[config.mk]
export PLATFORM = sky130hd
export DESIGN_NAME = triad_frame_packer
export DESIGN_NICKNAME = d
export VERILOG_FILES = /design/src/rtl/triad_frame_packer_pkg.sv /design/src/rtl/triad_frame_packer.sv
export SDC_FILE = /design/constraint.sdc
export NUM_CORES = 1
export LEC_CHECK = 0
export CORE_ASPECT_RATIO = 1.2
export CORE_MARGIN = 5
export CORE_UTILIZATION = 47
export CTS_CLUSTER_DIAMETER = 80
export DETAILED_ROUTE_END_ITERATION = 10
export PLACE_DENSITY = 0.77
export SLEW_MARGIN = 20
export SYNTH_ARGS = -nofsm -noshare
export SYNTH_HDL_FRONTEND = slang
export SYNTH_SLANG_ARGS = --single-unit
[constraint.sdc]
create_clock -name clk_96MHz -period 1.75 [get_ports clk_96MHz]
set_clock_uncertainty 0.15 [all_clocks]
set_input_delay 0.175 -clock clk_96MHz [delete_from_list [all_inputs] [get_ports clk_96MHz]]
set_output_delay 0.175 -clock clk_96MHz [all_outputs]
set_load 0.03 [all_outputs]
[src/rtl/triad_frame_packer_pkg.sv]
// Shared definitions for the triad frame packer: state encoding and frame geometry.
package triad_frame_packer_pkg;

   localparam int FRAME_LEN     = 12;
   localparam int PAYLOAD_BYTES = 9;
   localparam int PAD_W         = 4;
   localparam int TRIAD_W       = 68;
   localparam int PAYLOAD_W     = 8 * PAYLOAD_BYTES;
   localparam int IDX_W         = 4;

   localparam logic [IDX_W-1:0] LAST_IDX = IDX_W'(PAYLOAD_BYTES - 1);

   typedef enum logic [2:0] {
      ST_IDLE     = 3'd0,
      ST_HDR0     = 3'd1,
      ST_HDR1     = 3'd2,
      ST_PAYLOAD  = 3'd3,
      ST_CHECKSUM = 3'd4
   } state_t;

endpackage

[src/rtl/triad_frame_packer.sv]
// Latches a 68-bit triad sample and streams it as a 12-byte frame:
// sync header, zero-padded payload (MSB byte first), XOR checksum of the payload.
//
// state       | meaning
// ------------+--------------------------------------------------
// ST_IDLE     | waiting for data_avl, byte_valid low
// ST_HDR0     | driving SYNC0
// ST_HDR1     | driving SYNC1
// ST_PAYLOAD  | driving payload byte idx (0..8) from shift register top
// ST_CHECKSUM | driving XOR of the nine payload bytes
module triad_frame_packer
   import triad_frame_packer_pkg::*;
#(
   parameter logic [7:0] SYNC0 = 8'hA5,
   parameter logic [7:0] SYNC1 = 8'h5A
) (
   input  logic               clk_96MHz,
   input  logic               reset,
   input  logic               data_avl,
   input  logic [TRIAD_W-1:0] triad_data,
   output logic               reset_parser,
   output logic [7:0]         byte_out,
   output logic               byte_valid,
   input  logic               byte_ready,
   output logic               busy,
   output logic [7:0]         dropped_count
);

   state_t                 state, state_n;
   logic [IDX_W-1:0]       idx, idx_n;
   logic [PAYLOAD_W-1:0]   shreg, shreg_n;
   logic [7:0]             csum, csum_n;
   logic [7:0]             byte_out_n;
   logic                   byte_valid_n;
   logic                   reset_parser_n;
   logic                   busy_n;
   logic [7:0]             dropped_n;
   logic                   accept;

   assign accept = byte_valid & byte_ready;

   always_ff @(posedge clk_96MHz) begin
      if (reset) begin
         state         <= ST_IDLE;
         idx           <= '0;
         shreg         <= '0;
         csum          <= '0;
         byte_out      <= 8'h00;
         byte_valid    <= 1'b0;
         reset_parser  <= 1'b0;
         busy          <= 1'b0;
         dropped_count <= 8'h00;
      end else begin
         state         <= state_n;
         idx           <= idx_n;
         shreg         <= shreg_n;
         csum          <= csum_n;
         byte_out      <= byte_out_n;
         byte_valid    <= byte_valid_n;
         reset_parser  <= reset_parser_n;
         busy          <= busy_n;
         dropped_count <= dropped_n;
      end
   end

   always_comb begin
      state_n        = state;
      idx_n          = idx;
      shreg_n        = shreg;
      csum_n         = csum;
      byte_out_n     = byte_out;
      byte_valid_n   = byte_valid;
      reset_parser_n = 1'b0;
      dropped_n      = dropped_count;

      // Any sample offered while a frame is in flight is lost, including the
      // cycle in which the checksum is accepted.
      if (data_avl && (state != ST_IDLE) && (dropped_count != 8'hFF))
         dropped_n = dropped_count + 8'h01;

      case (state)
         ST_IDLE: begin
            if (data_avl) begin
               shreg_n        = {{PAD_W{1'b0}}, triad_data};
               csum_n         = 8'h00;
               idx_n          = '0;
               state_n        = ST_HDR0;
               byte_out_n     = SYNC0;
               byte_valid_n   = 1'b1;
               reset_parser_n = 1'b1;
            end
         end
         ST_HDR0: begin
            if (accept) begin
               state_n    = ST_HDR1;
               byte_out_n = SYNC1;
            end
         end
         ST_HDR1: begin
            if (accept) begin
               state_n    = ST_PAYLOAD;
               idx_n      = '0;
               byte_out_n = shreg[PAYLOAD_W-1 -: 8];
            end
         end
         ST_PAYLOAD: begin
            if (accept) begin
               csum_n  = csum ^ byte_out;
               shreg_n = shreg << 8;
               if (idx == LAST_IDX) begin
                  state_n    = ST_CHECKSUM;
                  byte_out_n = csum ^ byte_out;
               end else begin
                  idx_n      = idx + 1'b1;
                  byte_out_n = shreg[PAYLOAD_W-9 -: 8];
               end
            end
         end
         ST_CHECKSUM: begin
            if (accept) begin
               state_n      = ST_IDLE;
               byte_valid_n = 1'b0;
               byte_out_n   = 8'h00;
            end
         end
         default: begin
            state_n      = ST_IDLE;
            byte_valid_n = 1'b0;
         end
      endcase

      busy_n = (state_n != ST_IDLE);
   end

endmodule

==> flow_summary_export.csv, run 1 <==
group,metric,value,unit
setup_path,worst_path_dominant_cell_family,"compound AO/OA/AOI/OAI gates",
sta,timing.final.crit_period,1.991,ns
floorplan,die_width,103.3,µm
cts,cts-hold-fix-buffers,0,
setup_path,critical_path.n_buffers_inverters,2,
drt,wire_per_inst,19.55,µm
global_route,via_count_of_the_first_global_routing_pass,4529,
synthesis,synthMuxAreaShare,1.326,%
sta,grt_setup_unrepaired,"yes",
worst_hold_path,min-delay-path-class,"input pin to flip-flop",
floorplan,fp.dieH,121.9,µm
setup_path,r2r-end,"shreg[60]",
setup_path,worst_path_largest_cell_delay,0.41,ns
cts,cts-root-to-sink-buffers,2,
synthesis,synth-seq-cells,106,
cts,clk_pin_slew_worst_paths,0.07,ns
placed_design,postPlaceCellArea,6135,µm²
placed_design,portBuffers,90,
setup_path,worst_setup_path_startpoint,"state[0]",
drt,post_drt_via_cell_ratio,6.021,
sta,maxClockFrequency,502.3,MHz
floorplan,coreArea,10110,µm²
synthesis,share_of_the_synthesized_netlist_area_taken_by_xor_and_xnor_gates,1.427,%
sta,number_of_max_slew_violations_in_the_final_report,0,
sta,worst_slew_margin_rel,71.01,%
synthesis,synth_simple_gate_area_share,25.69,%
cells_and_area,n_antenna_cell,0,
setup_path,crit_path_end_kind,"flip-flop",
cts,numCtsBuffers,9,
setup_path,cp_slowest_cell,"sky130_fd_sc_hd__or3_4",
cts,ctsHtreeMaxLevel,3,
placed_design,placedCellCount,814,
cts,cts.root.buffer_cell,"sky130_fd_sc_hd__clkbuf_16",
cts,tritoncts_clock_tree,"yes",
sta,layout_worst_path_cycle_share,113.8,%
synthesis,synth.cell_area,4908,µm²
global_route,grt_pass1_wl,21360,µm
pwr,total_power,6.193,mW
placed_design,post_placement_setup_slack,-0.1962,ns
drt,drt_pass1_iterations,5,
worst_hold_path,hold_end,"byte_valid",
setup_path,reg2reg_path_depth,6,
job,max_cap_viol_count,0,
synthesis,synthesized_net_count,683,
synthesis,netlist-cell-type-count,42,
setup_path,critPathRequiredTime,1.85,ns
run_status,violations,"setup timing",
cells_and_area,finalNonFillerCells,853,
setup_path,critical_r2r_launch,"state[0]",
pwr,ir_worst_vdd,0.5356,mV
setup_path,critical_path.startpoint_type,"flip-flop",
placed_design,place_hpwl,9127,µm
sta,tightest_slew,0.4239,ns
synthesis,share_of_the_synthesized_area_in_compound_gates_ao_oa_aoi_oai,21.41,%
drt,ant_nets,0,
global_route,grt_overflow,0,
floorplan,die-area,12600,µm²
floorplan,i_o_pin_cnt,91,
worst_hold_path,hold_path_cell_cnt,2,
cts,cts_num_sinks,106,
synthesis,postSynth.asyncResetShare,0,%
drt,drtIter0Drc,344,
synthesis,synth_adder_area_share,0.7647,%
cells_and_area,final_net_count,799,
drt,totalWireLength,16670,µm
setup_path,crit_type,"flip-flop to flip-flop",
global_route,pin_count_of_the_biggest_net_entering_global_routing,68,
placed_design,finalWeightedCongestion,0.8308,
sta,endpoints_failing_setup,70,
cells_and_area,drive_gt1_share,22.97,%
sta,hold_ws,0.1011,ns
sta,postLayoutSetupSlackWorst,-0.2409,ns
synthesis,synth_edf_count,0,
synthesis,postSynth.topFlopCell,"sky130_fd_sc_hd__dfxtp_1",
synthesis,postSynthAreaPerCell,8.073,µm²
cts,clkLatencyLatePin,0.35,ns
drt,drcViolationCount,0,
setup_path,regToRegSetupSlack,-0.24,ns
drt,num_vias,5136,
global_route,track_usage,21.20,%
synthesis,syn-instance-count,608,
global_route,grt_antenna_before_repair,0,
pwr,static-leakage-power,2.830,nW
worst_hold_path,worst_hold_startpoint,"reset",
cells_and_area,finish.utilization,72.30,%
floorplan,std_cell_rows,40,
setup_path,crit_fanout,21,
setup_path,critical-path-top-cell-by-count,"sky130_fd_sc_hd__buf_12",
synthesis,synth_top_family_by_area,"simple AND/OR/NAND/NOR gates",
setup_path,timing.critical_path.cells,"or3_4 > o22ai_4 > buf_12 > buf_12 > nor2_1 > a311oi_1",
cells_and_area,postLayoutCellArea,7310,µm²
pwr,power.density_cell_area,847.2,nW/µm²
cells_and_area,area.growth.synth_to_final,48.92,%
synthesis,yosysWarnings,0,
sta,setup_total_negative_slack,-7.997,ns
synthesis,synth_seq_area_share,43.23,%
setup_path,worstPathArrival,2.09,ns
floorplan,floorplan.initialDensity,48.55,%
sta,hold_violations,0,
run_status,outcome,"finished with violations",
-- cell type report --
class / count / area [µm²]
clock inverters: 2 / 60.06
fillers: 689 / 2800
clock buffers: 12 / 266.5
multi-input cells: 443 / 2882
repair buffers: 158 / 1792
flip-flops and latches: 106 / 2130
inverters: 6 / 22.52
well taps: 126 / 157.7
-- kinds of logic (layout without fill, tap and decap cells) --
family / count (synthesis) / in the layout
AO/OA/AOI/OAI: 143 / 143
flip-flops: 106 / 106
XOR/XNOR: 8 / 8
adder cells (fa/ha/maj): 3 / 3
AND/OR/NAND/NOR: 283 / 283
buffers and inverters: 59 / 178
multiplexers: 6 / 6
-- worst max path at each step --
| stage | endpoint | slack (ns) | cells past startpoint |
|---|---|---|---|
| final | shreg[60] | -0.24 | 6 |
| after CTS | shreg[14] | -0.11 | 6 |
| after global routing | shreg[33] | -0.29 | 6 |
| after detailed placement | shreg[20] | -0.20 | 7 |
| after global placement | shreg[70] | -0.15 | 7 |
| after floorplan | shreg[29] | -0.06 | 6 |
-- timing repair --
action | 4_1_cts | 5_1_grt
cloned | 1 | 11
pin swaps | 10 | 55
hold endpoints to repair | 0 | 0
gates resized for setup | 23 | 111
setup endpoints to repair | 91 | 86
buffers inserted | 1 | 12
-- cell usage in the layout (no fill, tap or decap), types with 17 or more instances in the layout --
cell type,instances
sky130_fd_sc_hd__a21oi_1,35
sky130_fd_sc_hd__a311oi_2,20
sky130_fd_sc_hd__nor2_1,66
sky130_fd_sc_hd__clkbuf_16,19
sky130_fd_sc_hd__nand2b_1,17
sky130_fd_sc_hd__a311oi_1,40
sky130_fd_sc_hd__buf_4,36
sky130_fd_sc_hd__dfxtp_1,100
sky130_fd_sc_hd__clkdlybuf4s50_1,72
sky130_fd_sc_hd__nand2_1,127
-- state kept, by name (all words and copies together) (netlist names) --
signal         flops
shreg             72
byte_out           8
dropped_count      8
csum               8
byte_valid         1
idx                4
reset_parser       1
busy               1
state              3
-- synthesized netlist by cell type (7+ instances only) --
library cell,n,share of area [%]
sky130_fd_sc_hd__clkbuf_1,31,2.4
sky130_fd_sc_hd__buf_2,13,1.3
sky130_fd_sc_hd__buf_6,8,1.8
sky130_fd_sc_hd__nand3_1,13,1.3
sky130_fd_sc_hd__xor2_1,7,1.2
sky130_fd_sc_hd__o21ai_0,7,0.71
sky130_fd_sc_hd__a21oi_1,38,3.9
sky130_fd_sc_hd__a311oi_1,60,11
sky130_fd_sc_hd__a211oi_1,7,1.1
sky130_fd_sc_hd__nand2_1,127,9.7
sky130_fd_sc_hd__a22oi_1,9,1.4
sky130_fd_sc_hd__dfxtp_1,106,43
sky130_fd_sc_hd__nor2_1,93,7.1
sky130_fd_sc_hd__nand2b_1,17,2.2
sky130_fd_sc_hd__nand4b_1,9,1.6
-- metal layers --
| metal | up-vias | GRT usage, % | wire length (µm) |
|---|---|---|---|
| met4 | 0 | 9.393 | 705 |
| met1 | 2461 | 26.19 | 6449 |
| met5 | - | 0 | 0 |
| met3 | 47 | 2.520 | 784 |
| li1 | 2399 | - | - |
| met2 | 229 | 36.48 | 8733 |
-- where the power goes --
part | leakage [nW] | switching (mW) | internal (mW)
combinational | 1.79 | 0.589 | 0.627
sequential | 0.875 | 0.150 | 2.59
clock | 0.161 | 0.882 | 1.36
Power figures use the tool's default switching activity.
==> run 2: changes to the inputs <==
--- a/config.mk
+++ b/config.mk
@@ -10,8 +10,7 @@
 export CORE_UTILIZATION = 47
 export CTS_CLUSTER_DIAMETER = 80
 export DETAILED_ROUTE_END_ITERATION = 10
-export PLACE_DENSITY = 0.77
-export SLEW_MARGIN = 20
+export PLACE_DENSITY = 0.76
 export SYNTH_ARGS = -nofsm -noshare
 export SYNTH_HDL_FRONTEND = slang
 export SYNTH_SLANG_ARGS = --single-unit
==> flow_summary_export.csv, run 2 (synthesized netlist as in run 1, its figures left out) <==
group,metric,value,unit
cells_and_area,regMostFlops,"shreg",
floorplan,die_width,103.3,µm
cells_and_area,area.growth.synth_to_final,42.52,%
cells_and_area,layout_commonest_cell,"sky130_fd_sc_hd__nand2_1",
drt,ant_nets,0,
drt,drt_pass1_iterations,6,
sta,hold_ws,0.2490,ns
drt,num_vias,4985,
sta,setup_total_negative_slack,-3.237,ns
setup_path,worstPathArrival,1.99,ns
cts,tritoncts_clock_tree,"yes",
drt,wire_per_inst,17.17,µm
setup_path,critical_path.startpoint_type,"flip-flop",
job,max_cap_viol_count,0,
cts,cts.root.buffer_cell,"sky130_fd_sc_hd__clkbuf_16",
floorplan,std_cell_rows,40,
drt,totalWireLength,14580,µm
global_route,track_usage,21.21,%
sta,grt_setup_unrepaired,"yes",
cells_and_area,postLayoutCellArea,6995,µm²
sta,endpoints_failing_setup,68,
cts,numCtsBuffers,9,
global_route,grt_antenna_before_repair,0,
floorplan,fp.dieH,121.9,µm
setup_path,r2r-end,"shreg[60]",
global_route,via_count_of_the_first_global_routing_pass,4546,
worst_hold_path,min-delay-path-class,"input pin to flip-flop",
placed_design,portBuffers,90,
pwr,static-leakage-power,2.731,nW
setup_path,crit_fanout,16,
drt,post_drt_via_cell_ratio,5.872,
worst_hold_path,worst_hold_startpoint,"triad_data[8]",
setup_path,crit_path_end_kind,"flip-flop",
floorplan,die-area,12600,µm²
run_status,outcome,"finished with violations",
pwr,total_power,6.013,mW
global_route,grt_pass1_wl,21380,µm
pwr,power.density_cell_area,859.6,nW/µm²
placed_design,finalWeightedCongestion,0.8772,
worst_hold_path,hold_path_cell_cnt,3,
sta,maxClockFrequency,524.2,MHz
sta,tightest_slew,0.4327,ns
cells_and_area,drive_gt1_share,17.70,%
pwr,ir_worst_vdd,0.4904,mV
worst_hold_path,hold_end,"shreg[8]",
sta,hold_violations,0,
setup_path,regToRegSetupSlack,-0.16,ns
setup_path,critPathRequiredTime,1.84,ns
floorplan,coreArea,10110,µm²
cells_and_area,largest_register_ff_count,72,
setup_path,crit_type,"flip-flop to flip-flop",
global_route,grt_overflow,0,
sta,worst_slew_margin_rel,71.03,%
cells_and_area,n_antenna_cell,0,
placed_design,postPlaceCellArea,6080,µm²
setup_path,reg2reg_path_depth,6,
drt,drcViolationCount,0,
cts,cts-root-to-sink-buffers,2,
run_status,violations,"setup timing",
sta,postLayoutSetupSlackWorst,-0.1578,ns
sta,number_of_max_slew_violations_in_the_final_report,0,
setup_path,critical_r2r_launch,"state[1]",
global_route,pin_count_of_the_biggest_net_entering_global_routing,72,
cts,clkLatencyLatePin,0.35,ns
cts,cts_num_sinks,106,
floorplan,i_o_pin_cnt,91,
cells_and_area,most-common-layout-cells,"sky130_fd_sc_hd__nand2_1, sky130_fd_sc_hd__dfxtp_1, sky130_fd_sc_hd__nor2_1",
sta,layout_worst_path_cycle_share,109.0,%
drt,drtIter0Drc,353,
floorplan,floorplan.initialDensity,48.55,%
cts,clk_pin_slew_worst_paths,0.07,ns
sta,timing.final.crit_period,1.908,ns
cts,ctsHtreeMaxLevel,3,
cells_and_area,final_net_count,793,
placed_design,place_hpwl,8793,µm
run 2: cell types whose count changed in the layout (fill, tap and decap cells not counted), moves of 6 or more:
cell,delta
sky130_fd_sc_hd__buf_4,-6
sky130_fd_sc_hd__a311oi_2,-15
sky130_fd_sc_hd__nor2_1,+20
sky130_fd_sc_hd__a311oi_1,+15
sky130_fd_sc_hd__nor2_4,-13
sky130_fd_sc_hd__nor2_2,-7
run 2: how the worst max path moves through the flow:
stage	from	endpoint	depth (start not counted)
final	state[1]	shreg[60]	6
after global routing	state[2]	shreg[60]	6
after CTS	state[2]	shreg[36]	6
after detailed placement	data_avl	shreg[53]	6
after global placement	data_avl	shreg[33]	6
after floorplan	state[2]	shreg[29]	6
run 2: final cells by class:
class / count / area (µm²)
inverters: 6 / 22.52
flip-flops and latches: 106 / 2136
repair buffers: 152 / 1697
clock inverters: 7 / 100.1
well taps: 126 / 157.7
multi-input cells: 443 / 2658
clock buffers: 9 / 225.2
fillers: 738 / 3114
run 2: what timing repair did:
action | 4_1_cts | 5_1_grt
gates resized for setup | 21 | 62
pin swaps | 3 | 35
hold buffers | 1 | 0
setup buffers | 4 | 6
setup endpoints to repair | 88 | 88
gates cloned | 3 | 7
hold endpoints to repair | 2 | 0
run 2: metrics by stage:
stage	instances	util, %	setup slack, ns
2_1_floorplan	608	-	-0.05911
3_3_place_gp	812	60.14	-0.1217
3_5_place_dp	812	60.14	-0.1940
4_1_cts	836	64.81	-0.08386
5_1_grt	849	69.20	-0.2248
6_report	849	69.20	-0.1578
run 2: worst max-delay path: stages (launching register included):
cell and delay, ns:
sky130_fd_sc_hd__dfxtp_2 0.34, sky130_fd_sc_hd__or3_4 0.40, sky130_fd_sc_hd__o22ai_4 0.18, sky130_fd_sc_hd__buf_12 0.17, sky130_fd_sc_hd__clkbuf_16 0.18, sky130_fd_sc_hd__nor2_1 0.05, sky130_fd_sc_hd__a311oi_1 0.30
run 2: power breakdown:
group / total (mW) / leakage [nW] / internal, mW / switching (mW)
clock network: 2.20 / 0.160 / 1.27 / 0.932
logic: 1.10 / 1.70 / 0.581 / 0.523
registers: 2.71 / 0.876 / 2.59 / 0.125
total: 6.01 / 2.73 / 4.43 / 1.58
run 2: layer usage:
| layer | part of all wire, % | global-route usage [%] | routed length [µm] | vias up |
|---|---|---|---|---|
| met1 | 41 | 27.35 | 6013 | 2385 |
| met5 | 0 | 0 | 0 | - |
| li1 | - | - | - | 2397 |
| met2 | 51 | 35.39 | 7441 | 171 |
| met4 | 3.0 | 9.069 | 440 | 0 |
| met3 | 4.7 | 2.520 | 682 | 32 |
==> run 3: changes to the inputs <==
--- a/config.mk
+++ b/config.mk
@@ -14,3 +14,4 @@
 export SYNTH_ARGS = -nofsm -noshare
 export SYNTH_HDL_FRONTEND = slang
 export SYNTH_SLANG_ARGS = --single-unit
+export TNS_END_PERCENT = 100
==> results of run 3 <==
Same layout as run 2: the final DEF is identical, and so are final timing and power.
